===== src/rtl/cpuregs_rdport_if.sv =====
`default_nettype none
// ============================================================================
// cpuregs_rdport_if : write strobe, operand read request and response bundle
// Rev 1.0
// ============================================================================
interface cpuregs_rdport_if #(
    parameter int RB = 5
);
    logic          wr_en;
    logic [RB-1:0] wr_idx;
    logic [31:0]   wr_data;
    logic          rd_valid;
    logic          rd_ready;
    logic [RB-1:0] rs1;
    logic [RB-1:0] rs2;
    logic          rsp_valid;
    logic          rsp_ready;
    logic [31:0]   rs1_data;
    logic [31:0]   rs2_data;

    // Decode / writeback side
    modport master (
        output wr_en, wr_idx, wr_data, rd_valid, rs1, rs2, rsp_ready,
        input  rd_ready, rsp_valid, rs1_data, rs2_data
    );

    // Register file side
    modport slave (
        input  wr_en, wr_idx, wr_data, rd_valid, rs1, rs2, rsp_ready,
        output rd_ready, rsp_valid, rs1_data, rs2_data
    );
endinterface
`default_nettype wire


===== src/rtl/cpuregs_rdport.sv =====
`default_nettype none
// ============================================================================
// cpuregs_rdport : register array with a valid/ready rs1/rs2 read port.
// Same-cycle write-to-read bypass enabled by CPUREGS_RDPORT_BYPASS_EN.
// Rev 1.0
// ============================================================================
module cpuregs_rdport #(
    parameter int ENABLE_REGS_16_31    = 1,
    parameter int ENABLE_REGS_DUALPORT = 1,
    parameter int REGS_INIT_ZERO       = 0
) (
    input  wire logic       clk,
    input  wire logic       reset,
    cpuregs_rdport_if.slave bus
);
    localparam int c_RB    = (ENABLE_REGS_16_31 != 0) ? 5 : 4;
    localparam int c_NREGS = 1 << c_RB;
`ifdef CPUREGS_RDPORT_BYPASS_EN
    localparam logic c_BYPASS = 1'b1;
`else
    localparam logic c_BYPASS = 1'b0;
`endif

    typedef enum logic [1:0] {
        S_IDLE  = 2'd0,
        S_READ2 = 2'd1,
        S_RESP  = 2'd2
    } state_t;

    state_t            r_state;
    logic              r_rsp_valid;
    logic [31:0]       r_rs1_data;
    logic [31:0]       r_rs2_data;
    logic [c_RB-1:0]   r_rs2_idx;

    logic              w_rd_ready;
    logic              w_accept;
    logic [c_RB-1:0]   w_idx_a;
    logic [c_RB-1:0]   w_idx_b;
    logic [31:0]       w_arr_a;
    logic [31:0]       w_arr_b;
    logic [31:0]       w_data_a;
    logic [31:0]       w_data_b;

    // Port A serves rs1, and in single-port builds also the latched rs2 in READ2
    assign w_idx_a  = (r_state == S_READ2) ? r_rs2_idx : bus.rs1;
    assign w_idx_b  = bus.rs2;
    assign w_accept = bus.rd_valid && w_rd_ready;

    always_comb begin
        w_rd_ready = (r_state == S_IDLE);
        if (ENABLE_REGS_DUALPORT != 0) begin
            w_rd_ready = (r_state == S_IDLE) || ((r_state == S_RESP) && bus.rsp_ready);
        end
    end

    generate
        if (REGS_INIT_ZERO != 0) begin : g_mem_zero
            logic [31:0] r_regs [c_NREGS] = '{default: '0};
            always_ff @(posedge clk) begin
                if (bus.wr_en && (bus.wr_idx != '0)) begin
                    r_regs[bus.wr_idx] <= bus.wr_data;
                end
            end
            assign w_arr_a = r_regs[w_idx_a];
            assign w_arr_b = r_regs[w_idx_b];
        end else begin : g_mem_plain
            logic [31:0] r_regs [c_NREGS];
            always_ff @(posedge clk) begin
                if (bus.wr_en && (bus.wr_idx != '0)) begin
                    r_regs[bus.wr_idx] <= bus.wr_data;
                end
            end
            assign w_arr_a = r_regs[w_idx_a];
            assign w_arr_b = r_regs[w_idx_b];
        end
    endgenerate

    // x0 override is applied last so it also masks a bypassed write to index 0
    always_comb begin
        w_data_a = w_arr_a;
        if (c_BYPASS && bus.wr_en && (bus.wr_idx == w_idx_a)) begin
            w_data_a = bus.wr_data;
        end
        if (w_idx_a == '0) begin
            w_data_a = '0;
        end
    end

    always_comb begin
        w_data_b = w_arr_b;
        if (c_BYPASS && bus.wr_en && (bus.wr_idx == w_idx_b)) begin
            w_data_b = bus.wr_data;
        end
        if (w_idx_b == '0) begin
            w_data_b = '0;
        end
    end

    always_ff @(posedge clk or posedge reset) begin
        if (reset) begin
            r_state     <= S_IDLE;
            r_rsp_valid <= 1'b0;
            r_rs1_data  <= '0;
            r_rs2_data  <= '0;
            r_rs2_idx   <= '0;
        end else if (ENABLE_REGS_DUALPORT != 0) begin
            if (w_accept) begin
                r_state     <= S_RESP;
                r_rsp_valid <= 1'b1;
                r_rs1_data  <= w_data_a;
                r_rs2_data  <= w_data_b;
            end else if ((r_state != S_RESP) || bus.rsp_ready) begin
                r_state     <= S_IDLE;
                r_rsp_valid <= 1'b0;
            end
        end else begin
            case (r_state)
                S_IDLE: begin
                    if (w_accept) begin
                        r_state    <= S_READ2;
                        r_rs1_data <= w_data_a;
                        r_rs2_idx  <= bus.rs2;
                    end
                end
                S_READ2: begin
                    r_state     <= S_RESP;
                    r_rsp_valid <= 1'b1;
                    r_rs2_data  <= w_data_a;
                end
                S_RESP: begin
                    if (bus.rsp_ready) begin
                        r_state     <= S_IDLE;
                        r_rsp_valid <= 1'b0;
                    end
                end
                default: begin
                    r_state     <= S_IDLE;
                    r_rsp_valid <= 1'b0;
                end
            endcase
        end
    end

    assign bus.rd_ready  = w_rd_ready;
    assign bus.rsp_valid = r_rsp_valid;
    assign bus.rs1_data  = r_rs1_data;
    assign bus.rs2_data  = r_rs2_data;
endmodule
`default_nettype wire


===== src/flat_wrapper.sv =====
// flat-port wrapper written by rule: the top's interface ports become plain ports
module cpuregs_rdport_flat 
#(
    parameter int ENABLE_REGS_16_31    = 1,
    parameter int ENABLE_REGS_DUALPORT = 1,
    parameter int REGS_INIT_ZERO       = 0
)
  (clk, reset, bus_wr_en, bus_wr_idx, bus_wr_data, bus_rd_valid, bus_rs1, bus_rs2, bus_rsp_ready, bus_rd_ready, bus_rsp_valid, bus_rs1_data, bus_rs2_data);
  cpuregs_rdport_if #(.RB(5)) bus_i ();
  input  wire logic clk;
  input  wire logic reset;
  input wire logic [$bits(bus_i.wr_en)-1:0] bus_wr_en;
  input wire logic [$bits(bus_i.wr_idx)-1:0] bus_wr_idx;
  input wire logic [$bits(bus_i.wr_data)-1:0] bus_wr_data;
  input wire logic [$bits(bus_i.rd_valid)-1:0] bus_rd_valid;
  input wire logic [$bits(bus_i.rs1)-1:0] bus_rs1;
  input wire logic [$bits(bus_i.rs2)-1:0] bus_rs2;
  input wire logic [$bits(bus_i.rsp_ready)-1:0] bus_rsp_ready;
  output wire logic [$bits(bus_i.rd_ready)-1:0] bus_rd_ready;
  output wire logic [$bits(bus_i.rsp_valid)-1:0] bus_rsp_valid;
  output wire logic [$bits(bus_i.rs1_data)-1:0] bus_rs1_data;
  output wire logic [$bits(bus_i.rs2_data)-1:0] bus_rs2_data;
  assign bus_i.wr_en = bus_wr_en;
  assign bus_i.wr_idx = bus_wr_idx;
  assign bus_i.wr_data = bus_wr_data;
  assign bus_i.rd_valid = bus_rd_valid;
  assign bus_i.rs1 = bus_rs1;
  assign bus_i.rs2 = bus_rs2;
  assign bus_i.rsp_ready = bus_rsp_ready;
  assign bus_rd_ready = bus_i.rd_ready;
  assign bus_rsp_valid = bus_i.rsp_valid;
  assign bus_rs1_data = bus_i.rs1_data;
  assign bus_rs2_data = bus_i.rs2_data;
  cpuregs_rdport #(.ENABLE_REGS_16_31(ENABLE_REGS_16_31), .ENABLE_REGS_DUALPORT(ENABLE_REGS_DUALPORT), .REGS_INIT_ZERO(REGS_INIT_ZERO)) u_core (.clk(clk), .reset(reset), .bus(bus_i));
endmodule

===== config.mk =====
export PLATFORM = sky130hd
export DESIGN_NAME = cpuregs_rdport_flat
export DESIGN_NICKNAME = d
export VERILOG_FILES = /design/src/rtl/cpuregs_rdport_if.sv /design/src/rtl/cpuregs_rdport.sv /design/src/flat_wrapper.sv
export SDC_FILE = /design/constraint.sdc
export NUM_CORES = 1
export LEC_CHECK = 0
export ABC_AREA = 0
export ABC_CLOCK_PERIOD_IN_PS = 3640
export BUFFER_PORTS_ARGS = -buffer_cell sky130_fd_sc_hd__buf_2
export CORE_MARGIN = 5
export CORE_UTILIZATION = 30
export CTS_BUF_LIST = sky130_fd_sc_hd__clkbuf_8
export DETAILED_ROUTE_END_ITERATION = 8
export GPL_TIMING_DRIVEN = 0
export PLACE_DENSITY = 0.49
export SYNTH_ARGS = -nofsm -noshare
export SYNTH_HDL_FRONTEND = slang
export SYNTH_SLANG_ARGS = --single-unit
export TNS_END_PERCENT = 30

===== constraint.sdc =====
create_clock -name clk -period 3.64 [get_ports clk]
set_clock_uncertainty 0.15 [all_clocks]
set_input_delay 0.728 -clock clk [delete_from_list [all_inputs] [get_ports clk]]
set_output_delay 0.728 -clock clk [all_outputs]
set_load 0.02 [all_outputs]

**Yosys cells after proc, flatten, opt, wreduce, memory -nomap -nowiden**

Memory sizes are Yosys's and may differ from the RTL's.
Index checks and enable logic that the tools add are counted.

- Reductions and logical operators: 10
- Equality and inequality tests: 3
- Mux-type cells: 9

Operators by type and width:

| kind | number |
|---|---|
| $mux W32 | 2 |
| $logic_not A5 Y1 | 2 |
| $mux W5 | 1 |
| $reduce_bool A5 Y1 | 1 |
| $mux W1 | 4 |
| $mux W2 | 2 |
| $logic_and A1 B1 Y1 | 3 |
| $eq A2 B1 Y1 const B | 1 |
| $eq A2 B2 Y1 const B | 1 |
| $logic_not A2 Y1 | 1 |
| $logic_or A1 B1 Y1 | 2 |
| $ne A2 B2 Y1 const B | 1 |
| $reduce_bool A2 Y1 | 1 |

- Memories kept: 1
- Memory bits (writable): 1,024
- Word-level logic and storage cells: 27
- Flip-flop bits (word level): 67
- Input port bits: 52
- Output and inout port bits: 66

Memories:

| memory | depth | bits a word | rd ports | clocked after memory_dff | write ports | RTL line | RTL |
|---|---|---|---|---|---|---|---|
| u_core.g_mem_plain.r_regs | 32 | 32 | 2 | 0 | 1 | cpuregs_rdport.sv:68 | `logic [31:0] r_regs [c_NREGS];` |

**Longest topological paths before layout**

- Word-level depth: 5
- Gate-level depth with buffers: 8
- Depth with buffers taken out: 4

**Least setup slack after synthesis**

No wires, ideal clock.

- Path kind: input port to flip-flop
- From: input port bus_wr_idx[0]
- To: memory u_core.g_mem_plain.r_regs[12][0], enable pin
- Path slack: 0.342 ns
- Arrival: 2.727 ns
- Stages: 3
- Required time: 3.069 ns
- Path through: or3b_2 > clkbuf_1 > nor2_1

- Cells in the longest elaborated chain, start to end: 4

Ends and longest elaborated chain:

| item | RTL line | RTL |
|---|---|---|
| start: declaration | flat_wrapper.sv:13 | `input wire logic [$bits(bus_i.wr_idx)-1:0] bus_wr_idx;` |
| $reduce_bool A5 Y1 | cpuregs_rdport.sv:70 | `if (bus.wr_en && (bus.wr_idx != '0)) begin` |
| $logic_and A1 B1 Y1 | cpuregs_rdport.sv:70 |  |
| $mux W1 | cpuregs_rdport.sv:70 |  |
| $mux W1 (not written as such) | cpuregs_rdport.sv:71 | `r_regs[bus.wr_idx] <= bus.wr_data;` |
| end: declaration | cpuregs_rdport.sv:68 |  |

Parallel ways exist; a longest one is shown, timed or not.

**Worst setup path after layout**

- From: input port bus_rs2[1]
- To: register u_core.r_rs2_data[10] (netlist: u_core.bus.rs2_data[10])

- Cells in the longest elaborated chain, start to end: 2
- Elaborated cells between the ends (all ways): 3
- Those cells by class: 1 x mux; 1 x reduce/logical; 1 x memory

Ends and longest elaborated chain:

| item | RTL line | RTL |
|---|---|---|
| start: declaration | flat_wrapper.sv:17 | `input wire logic [$bits(bus_i.rs2)-1:0] bus_rs2;` |
| $mem_v2 Z32 W32 / $logic_not A5 Y1 (equally long branches) | -- |  |
| $mux W32 * | cpuregs_rdport.sv:95 | `if (w_idx_b == '0) begin` |
| end signal: assignment | cpuregs_rdport.sv:112 | `r_rs2_data <= w_data_b;` |
| end signal: assignment | cpuregs_rdport.sv:129 | `r_rs2_data <= w_data_a;` |
| end: declaration | cpuregs_rdport.sv:33 | `logic [31:0] r_rs2_data;` |

Every way passes the cells marked *; elsewhere a longest branch is shown, timed or not.
A chain may end at the register's enable or synchronous reset.

==> impl_metrics.ini <==
[clock_tree]
hold_buffers = 2
path_clk_slew_ns = 0.06
clockBufferDepth = 3
clk_latency_ns = 0.94
cts_setup_buffers = 0
cts_resized = 0
h-tree-depth = 4
tritoncts = done
cts-root-buf = clkbuf_8
cts.sinks = 1089
cts_inserted_buffers = 187

[cells_and_area]
final_cell_count_no_fill = 5170
synthToLayoutAreaGrowth_pct = 16.3
drive_above_1_share_pct = 38.7
nets = 2866
finish.utilization_pct = 35.1
fin_area_um2 = 57800

[power_and_ir_drop]
p_per_area_nw_per_um2 = 493
ir_drop_uv = 395
p_leak_nw = 18.9
finalPower_mw = 28.5

[synthesis]
yosysSeqAreaShare_pct = 65.2
synth.mux.area_fraction_pct = 27.3
synth_compound_area_share_pct = 4.01
yosys.area_share.simple_pct = 1.38
syn_area_per_cell_um2 = 20.3
async_flop_share_pct = 5.97
syn_inst = 2447
synth-edff-count = 1024
ys_top_cells_by_area = edfxtp_1 (62%), mux4_2 (22%), dfrtp_1 (3.3%)
yosysTopAreaCell = edfxtp_1
netlist_area_um2 = 49700
synth_top_area_share_pct = 61.9
synth-warning-count = 0
synth_xor_area_share_pct = 0
yosys_register_bits = 1089
synthFlopType = edfxtp_1
yosysUniqueCellTypes = 35
synth_adder_area_share_pct = 0
synth_top_family_by_area = multiplexers

[worst_setup_path]
slowest_stage = o22ai_1
cp.arrival_ns = 3.98
r2r-end = u_core.bus.rs2_data[3]
rr_worst_depth = 6
critPathLaunchType = primary input
critPathMaxStageDelay_ns = 0.73
crit_top_cell = buf_2
path_max_fanout = 10
path_class = primary input to flip-flop
r2r_slack_ns = 0.66
endpoint_kind = flip-flop
cp_cell_sequence = buf_2 -> buf_2 -> buf_2 -> buf_2 -> mux2_2 -> o22ai_1 -> o21ai_1
rr_startpoint = u_core.r_state[1]
required_ns = 4.27

[job]
drv_cap = 0

[grt]
grt.total_usage_pct = 21.6
grt_pass1_wl_mm = 258
top_usage_layer = met2
grtUsageMet1_pct = 27.2
grt_pass1_vias = 30500
antenna_found_initial = 13
grt_max_degree = 36
grt_util_met3_pct = 3.63
globalRouteOverflowTotal = 0
grtUsageMet2_pct = 35.8

[sta]
worstMarginPinSlew_ns = 1.30
slew_headroom_pct = 13.6
timing.final.ws_setup_ns = 0.293
fmax_ghz = 0.299
finalHoldViolCount = 0
rsz0062_at_grt = false
slew_viol_final = 0
tns_ns = 0
finalCritPeriodShare_pct = 92.0
holdWs_ns = 0.186
setup_viol_count_final = 0
min_period_ns = 3.35

[min_path]
hold_start = bus_rsp_ready
holdPathStages = 3
hold_class = primary input to flip-flop
hold_end = u_core.r_state[1]

[routing]
drt-initial-drc-count = 3698
drt-pass1-iter-count = 6
drc = 0
viasPerCell = 5.67
wl_per_cell_um = 37.1
wl_mm = 192
drt.antenna.violating_nets = 0
dr_total_vias = 29300

[die]
die_area_um2 = 174000
initial_core_util_pct = 30.1
io_pins = 118
core_area_um2 = 165000
placementRows = 149
die_y_um = 417
die_x_um = 417

[placed_design]
placed_cells = 4812
hpwl_mm = 135
place_area_um2 = 54000
globalplace.congestion = 0.856
dp_worst_setup_slack_ns = -0.650
portBuffers = 111

[run_status]
status = complete, no violations
## layout make-up
class                   instances  area [um^2]
flip-flops and latches       1089        32400
inverters                       1         6.26
plain buffers                 189         1050
diodes                          4         10.0
well taps                    2189         2740
repair buffers                147         1290
fillers                     15500       107000
clock inverters               152          955
clock buffers                 200         2750
multi-input cells            1199        16600
## layer usage
layer / wire length, um / up-vias
li1: - / 11400
met1: 74100 / 16000
met2: 93400 / 1553
met3: 12600 / 371
met4: 11500 / 2
met5: 7 / -
## critical path, delay by kind of cell
family	cells	cell delay (ns)
buffers and inverters	4	1.92
AO/OA/AOI/OAI	2	0.83
multiplexers	1	0.46
## synthesized netlist by cell type, types with 37 or more instances
cell / instances
nor2_1: 37
dfrtp_1: 65
mux4_2: 486
edfxtp_1: 1024
nand2_1: 67
clkbuf_1: 62
o22ai_1: 94
a211o_1: 51
mux2_2: 107
a22oi_1: 46
mux2i_1: 141
buf_2: 74
## cells in the final DEF, fill, tap and decap left out, drive strengths merged
cell type | synthesis | layout
nand2b | 6 | 6
conb | 1 | 32
a22oi | 46 | 46
o211ai | 2 | 2
a32o | 1 | 1
or3b | 3 | 3
a211o | 51 | 51
clkinv | 0 | 72
nand2 | 67 | 67
edfxtp | 1024 | 1024
nand4 | 1 | 1
dlygate4sd3 | 0 | 2
dfrtp | 65 | 65
nand3b | 8 | 8
mux4 | 486 | 486
o41ai | 13 | 13
o21ai | 31 | 31
clkinvlp | 0 | 5
or2 | 2 | 2
clkbuf | 63 | 263
bufinv | 0 | 9
nor2 | 37 | 37
diode | 0 | 4
inv | 1 | 67
a211oi | 13 | 13
and2 | 1 | 1
or3 | 3 | 3
buf | 126 | 271
mux2i | 141 | 141
a21oi | 14 | 14
o22ai | 94 | 94
nand3 | 4 | 4
mux2 | 107 | 107
a21boi | 19 | 19
nor2b | 17 | 17
## worst max path at each step
stage / startpoint / endpoint / slack, ns / cells after the start
after global placement: bus_wr_en / u_core.g_mem_plain.r_regs[4][7] / -2.13 / 4
after floorplan: bus_wr_idx[0] / u_core.g_mem_plain.r_regs[12][0] / 0.34 / 3
final: bus_rs2[1] / u_core.bus.rs2_data[10] / 0.29 / 7
after CTS: bus_rs2[1] / u_core.bus.rs2_data[25] / 0.39 / 7
after detailed placement: bus_rs2[1] / u_core.bus.rs2_data[10] / -0.65 / 7
after global routing: bus_rs2[1] / u_core.bus.rs2_data[25] / 0.41 / 7
## cell families after synthesis
family / Yosys count
AO/OA/AOI/OAI: 284
buffers and inverters: 190
flip-flops: 1089
multiplexers: 734
other: 1
AND/OR/NAND/NOR: 149
## power breakdown
part	switching, mW	internal [mW]	leakage (nW)
clock	5.37	5.77	2.11
combinational	1.97	1.09	6.75
sequential	0.273	14.0	10.0
## sequential cells by signal, indices dropped and copies added, names as in the netlist
register	count
u_core.bus.rs1_data	32
u_core.r_state	1
u_core.bus.rs2_data	32
u_core.g_mem_plain.r_regs	1024
No activity file was read; power rests on OpenSTA's default activity.
